`config.mk`:
```
export PLATFORM = sky130hd
export DESIGN_NAME = mem_access_unit
export DESIGN_NICKNAME = d
export VERILOG_FILES = /design/src/rtl/mem_access_unit.sv
export SDC_FILE = /design/constraint.sdc
export NUM_CORES = 1
export LEC_CHECK = 0
export BUFFER_PORTS_ARGS = -buffer_cell sky130_fd_sc_hd__clkbuf_2
export CAP_MARGIN = 20
export CORE_MARGIN = 10
export CORE_UTILIZATION = 49
export CTS_CLUSTER_SIZE = 28
export DETAILED_ROUTE_END_ITERATION = 8
export PLACE_DENSITY = 0.8
export SLEW_MARGIN = 25
export SYNTH_ARGS = -nofsm -noshare
export SYNTH_HDL_FRONTEND = slang
export SYNTH_SLANG_ARGS = --single-unit
export TNS_END_PERCENT = 50
```
`constraint.sdc`:
```
create_clock -name clk_i -period 1.9 [get_ports clk_i]
set_input_delay 0.095 -clock clk_i [delete_from_list [all_inputs] [get_ports clk_i]]
set_output_delay 0.095 -clock clk_i [all_outputs]
set_load 0.05 [all_outputs]
```
`src/rtl/mem_access_unit.sv`:
```
// MEM-stage data-memory controller: turns EX/MEM load/store control into a
// req/ready memory transaction and stalls the pipeline while it is in flight.
// Optional macro MEM_TIMEOUT_EN aborts an access after TIMEOUT_CYCLES BUSY cycles.
module mem_access_unit #(
  parameter int TIMEOUT_CYCLES = 16
) (
  input  logic        clk_i,
  input  logic        rst_i,
  input  logic        MemRead_i,
  input  logic        MemWrite_i,
  input  logic [31:0] ALUResult_i,
  input  logic [31:0] MemData_i,
  input  logic [2:0]  Funct3_i,
  output logic        mem_req_o,
  output logic        mem_we_o,
  output logic [31:0] mem_addr_o,
  output logic [3:0]  mem_be_o,
  output logic [31:0] mem_wdata_o,
  input  logic        mem_ready_i,
  input  logic [31:0] mem_rdata_i,
  output logic [31:0] RDdata_o,
  output logic        stall_o,
  output logic        err_o
);

  typedef enum logic [1:0] {IDLE, BUSY, DONE} state_t;

  state_t      state_reg, state_next;
  logic        req_reg, req_next;
  logic        we_reg, we_next;
  logic [31:0] addr_reg, addr_next;
  logic [3:0]  be_reg, be_next;
  logic [31:0] wdata_reg, wdata_next;
  logic [31:0] rd_reg, rd_next;
  logic        err_reg, err_next;
  logic [2:0]  f3_reg, f3_next;
  logic [1:0]  off_reg, off_next;

  logic        op;
  logic        legal;
  logic [1:0]  off;
  logic [3:0]  st_be;
  logic [31:0] st_wdata;
  logic [31:0] ld_fmt;
  logic [7:0]  ld_byte;
  logic [15:0] ld_half;
  logic        timeout_hit;
  logic [7:0]  rd_lane [4];

  assign op  = MemRead_i | MemWrite_i;
  assign off = ALUResult_i[1:0];

  // Store-only sizes are rejected for the unsigned encodings.
  always_comb begin
    legal = 1'b0;
    case (Funct3_i)
      3'b000:  legal = 1'b1;
      3'b001:  legal = ~off[0];
      3'b010:  legal = (off == 2'b00);
      3'b100:  legal = ~MemWrite_i;
      3'b101:  legal = ~MemWrite_i & ~off[0];
      default: legal = 1'b0;
    endcase
  end

  always_comb begin
    st_be    = 4'b1111;
    st_wdata = MemData_i;
    case (Funct3_i[1:0])
      2'b00: begin
        st_be    = 4'b0001 << off;
        st_wdata = {4{MemData_i[7:0]}};
      end
      2'b01: begin
        st_be    = 4'b0011 << off;
        st_wdata = {2{MemData_i[15:0]}};
      end
      default: begin
        st_be    = 4'b1111;
        st_wdata = MemData_i;
      end
    endcase
  end

  for (genvar gi = 0; gi < 4; gi++) begin : g_lane
    assign rd_lane[gi] = mem_rdata_i[8*gi +: 8];
  end

  assign ld_byte = rd_lane[off_reg];
  assign ld_half = off_reg[1] ? mem_rdata_i[31:16] : mem_rdata_i[15:0];

  always_comb begin
    ld_fmt = mem_rdata_i;
    case (f3_reg)
      3'b000:  ld_fmt = {{24{ld_byte[7]}}, ld_byte};
      3'b001:  ld_fmt = {{16{ld_half[15]}}, ld_half};
      3'b100:  ld_fmt = {24'h0, ld_byte};
      3'b101:  ld_fmt = {16'h0, ld_half};
      default: ld_fmt = mem_rdata_i;
    endcase
  end

`ifdef MEM_TIMEOUT_EN
  localparam int CNT_W = $clog2(TIMEOUT_CYCLES + 1);
  logic [CNT_W-1:0] cnt_reg, cnt_next;

  // Counter is held at zero outside BUSY, so it is clear on every BUSY entry.
  assign cnt_next    = (state_reg == BUSY) ? cnt_reg + 1'b1 : '0;
  assign timeout_hit = (cnt_reg == CNT_W'(TIMEOUT_CYCLES - 1));

  always_ff @(posedge clk_i or negedge rst_i) begin
    if (!rst_i) cnt_reg <= '0;
    else        cnt_reg <= cnt_next;
  end
`else
  logic unused_timeout;
  assign unused_timeout = ^TIMEOUT_CYCLES;
  assign timeout_hit    = 1'b0;
`endif

  always_comb begin
    state_next = state_reg;
    req_next   = req_reg;
    we_next    = we_reg;
    addr_next  = addr_reg;
    be_next    = be_reg;
    wdata_next = wdata_reg;
    rd_next    = rd_reg;
    f3_next    = f3_reg;
    off_next   = off_reg;
    err_next   = 1'b0;
    case (state_reg)
      IDLE: begin
        if (op && legal) begin
          req_next   = 1'b1;
          we_next    = MemWrite_i;
          addr_next  = {ALUResult_i[31:2], 2'b00};
          be_next    = MemWrite_i ? st_be : 4'b1111;
          wdata_next = MemWrite_i ? st_wdata : 32'h0;
          f3_next    = Funct3_i;
          off_next   = off;
          state_next = BUSY;
        end else if (op) begin
          err_next = 1'b1;
          rd_next  = 32'h0;
        end
      end
      BUSY: begin
        // Ready in the expiry cycle still completes normally.
        if (mem_ready_i) begin
          req_next   = 1'b0;
          if (!we_reg) rd_next = ld_fmt;
          state_next = DONE;
        end else if (timeout_hit) begin
          req_next   = 1'b0;
          rd_next    = 32'h0;
          err_next   = 1'b1;
          state_next = DONE;
        end
      end
      DONE:    state_next = IDLE;
      default: state_next = IDLE;
    endcase
  end

  always_ff @(posedge clk_i or negedge rst_i) begin
    if (!rst_i) begin
      state_reg <= IDLE;
      req_reg   <= 1'b0;
      we_reg    <= 1'b0;
      addr_reg  <= 32'h0;
      be_reg    <= 4'h0;
      wdata_reg <= 32'h0;
      rd_reg    <= 32'h0;
      err_reg   <= 1'b0;
      f3_reg    <= 3'h0;
      off_reg   <= 2'h0;
    end else begin
      state_reg <= state_next;
      req_reg   <= req_next;
      we_reg    <= we_next;
      addr_reg  <= addr_next;
      be_reg    <= be_next;
      wdata_reg <= wdata_next;
      rd_reg    <= rd_next;
      err_reg   <= err_next;
      f3_reg    <= f3_next;
      off_reg   <= off_next;
    end
  end

  // Gated by reset so the pipeline is released the instant reset asserts.
  assign stall_o = rst_i & (((state_reg == IDLE) & op & legal) | (state_reg == BUSY));

  assign mem_req_o   = req_reg;
  assign mem_we_o    = we_reg;
  assign mem_addr_o  = addr_reg;
  assign mem_be_o    = be_reg;
  assign mem_wdata_o = wdata_reg;
  assign RDdata_o    = rd_reg;
  assign err_o       = err_reg;

endmodule

```
==> flow_metrics.tcl <==
set metrics [dict create \
    worst_ep_arrival_time_ps 1700 \
    multi_input_area_sq_mm 0.00240 \
    top_layer "met4" \
    power_mw 10.2 \
    slowest_delay_ps 410 \
    drt-pass1-iter-count 5 \
    drive_above_1_share_pct 42.6 \
    seqCellArea_sq_mm 0.00270 \
    drt_iter0_drc 345 \
    avgSynthCellArea_sq_um 11.3 \
    grt_pass1_wl_microns 26500 \
    cts_sinks 108 \
    antenna_found_initial 2 \
    rows 38 \
    dp_hpwl_microns 12000 \
    initial_core_util_pct 49.6 \
    critical_path_class "flip-flop to output pin" \
    status "finished clean" \
    fp.dieW_microns 124 \
    finalMaxSlewViolations 0 \
    critPathCaptureType "output pin" \
    die_h_microns 124 \
    grt_pass1_vias 4895 \
    gp_congestion 0.888 \
    period_share_pct 94.2 \
    fillers 861 \
    min_period_ps 1790 \
    path_cells "nor2_2 -> o221ai_4 -> buf_8 -> a21boi_4 -> buf_12" \
    yosys_warnings 0 \
    coreArea_sq_mm 0.0107 \
    critPathSlowestCell "dfrtp_1" \
    finish.utilization_pct 66.4 \
    finalHoldViolations 0 \
    seq_area_frac_synth_pct 50.7 \
    hold_path_class "input pin to flip-flop" \
    grt_overflow_total 0 \
    vias 4536 \
    synth-xor-area-share_pct 0 \
    stdcell_count 854 \
    drc 0 \
    wl_met1_microns 6420 \
    netlist_area_sq_mm 0.00533 \
    cts_buffers 9 \
    critPathTopFamily "flip-flops" \
    critPathLaunchType "flip-flop" \
    setup_ws_ps 110 \
    ys_ff_latch 108 \
    io_pins 208 \
    fin_setup_tns_ps 0 \
    synth_compound_area_share_pct 14.6 \
    synth_top_family_by_area "multiplexers" \
    clockBufferDepth 2 \
    postCtsSetupBuffers 0 \
    dpl_worst_slack_ps 136 \
    powerDensity_mw_per_mm2 1440 \
    setup_viol 0 \
    drt-total-wl_microns 16200 \
    path_clk_slew_ps 110 \
    met3_length_microns 1590 \
    skew_ps 10.3 \
    area_growth_pct 33.7 \
    cts_tree "built" \
    path_buf_inv 2 \
    p_leak_nw 3.66 \
    cp_max_fo 23 \
    max-slew-margin-rel_pct 62.8 \
    grt_max_degree 109 \
    die_area_sq_mm 0.0155 \
    max_freq_ghz 0.559 \
    postRouteAntennaNets 0 \
    ir_worst_vdd_mv 0.905 \
    post_drt_via_cell_ratio 5.31 \
    root_buffer "clkbuf_8" \
    cts-htree-levels 3 \
    numPortBuffers 205 \
    grt.total_usage_pct 20.7 \
    insertion_delay_ps 370 \
    synthAdderAreaFrac_pct 0 \
    dp_cells 800 \
    drv_cap 0 \
    rsz0062_at_grt "no" \
    worstMarginPinSlew_ps 557 \
    synth_cells 473 \
    cp.required_ps 1800 \
    finalNetCount 811 \
    synth_simple_gate_area_share_pct 11.8 \
    routedWlPerCell_microns 19.0 \
    synth_cell_types 38 \
    met2_length_microns 7920 \
    synthMuxAreaShare_pct 17.9 \
]
[logic make-up after synthesis]
logic type      count (synthesis)
buf+inv                        50
other cells                     1
simple gates                  131
compound gates                107
flops                         108
mux                            76
[area by class of cell]
| type | count | share of cell area [%] |
|---|---|---|
| clock buffer | 11 | 2.12 |
| clock inverter | 5 | 1.18 |
| antenna | 2 | 0.0702 |
| multi-input combinational | 316 | 33.6 |
| timing repair buffer | 257 | 21.8 |
| inverter | 15 | 0.790 |
| sequential | 108 | 37.9 |
| tap | 140 | 2.46 |
[Yosys cell counts, drive strengths merged]
cell      n  area [sq um]
nand2    75           282
o21ai    46           230
a21boi    1          7.51
mux2     54           736
o32a      1          10.0
nor4      1          21.3
clkbuf   12          45.0
a32o      8          80.1
nand3b    1          7.51
nor2     14          55.1
inv      14          52.6
a21o      2          15.0
buf      23           160
nor3b     2          15.0
a22o     16           140
nor2b     7          43.8
mux2i    22           220
or3       1          6.26
o21ba     1          10.0
clkinv    1          3.75
o221ai    1          15.0
nand2b   27           169
nor3      3          31.3
o211ai   16           120
a221oi   11           126
a221o     1          10.0
dfrtp   108          2700
a21oi     3          15.0
conb      1          3.75
[cells in the final DEF, fill, tap and decap left out, drive strengths merged]
cell	instances
dfrtp	108
nor2	14
nor2b	7
nor3	3
inv	14
a32o	8
o221ai	1
a21oi	3
o21ba	1
nor3b	2
dlygate4sd3	36
a22o	16
clkinvlp	2
clkinv	2
or3	1
bufinv	2
nand3b	1
a21o	2
conb	2
buf	18
mux2i	22
o32a	1
clkbuf	214
diode	2
a221o	1
o21ai	46
nand2	75
a221oi	11
nand2b	27
nor4	1
a21boi	1
o211ai	16
mux2	54
[through the flow]
step	area (sq um)	hold slack, ps
floorplan	5340	-201
global placement	6510	248
detailed placement	6510	255
CTS	7100	1.97
global route	7130	31.8
finish	7130	14.1
[layer usage]
metal  track usage (%)  vias up
li1                  -     2125
met1              24.5     2194
met2              33.4      198
met3              7.83       19
met4              7.54        0
met5                 0        -
[path summary, 6_finish.rpt]
kind,from,endpoint,slack [ps],depth (start not counted)
setup / recovery,state_reg[1]$_DFFE_PN0P_,stall_o,110,5
hold / removal,MemData_i[6],mem_wdata_o[6]$_DFFE_PN0P_,10,3
setup reg to reg,state_reg[1]$_DFFE_PN0P_,RDdata_o[18]$_DFFE_PN0P_,150,5
hold reg to reg,mem_wdata_o[25]$_DFFE_PN0P_,mem_wdata_o[25]$_DFFE_PN0P_,490,2
max in group asynchronous,rst_i,f3_reg[1]$_DFFE_PN0P_,1090,3
min in group asynchronous,rst_i,RDdata_o[0]$_DFFE_PN0P_,400,3
[tightest hold or removal path: stages]
cell	delay [ps]
clkbuf_2	130
nand2_1	70
o21ai_0	60
[where the power goes]
| part | switching, mW | leakage [nW] | internal (mW) |
|---|---|---|---|
| clock network | 0.803 | 0.112 | 0.817 |
| registers | 0.497 | 1.37 | 2.98 |
| logic | 3.63 | 2.17 | 1.51 |
[what timing repair did]
item | CTS | global route
gates resized for setup | 2 | 3
endpoints found under the setup margin | 1 | 2
hold endpoints to repair | 142 | 1
pin swaps | 0 | 0
hold buffers | 35 | 1
Power figures use the tool's default switching activity.
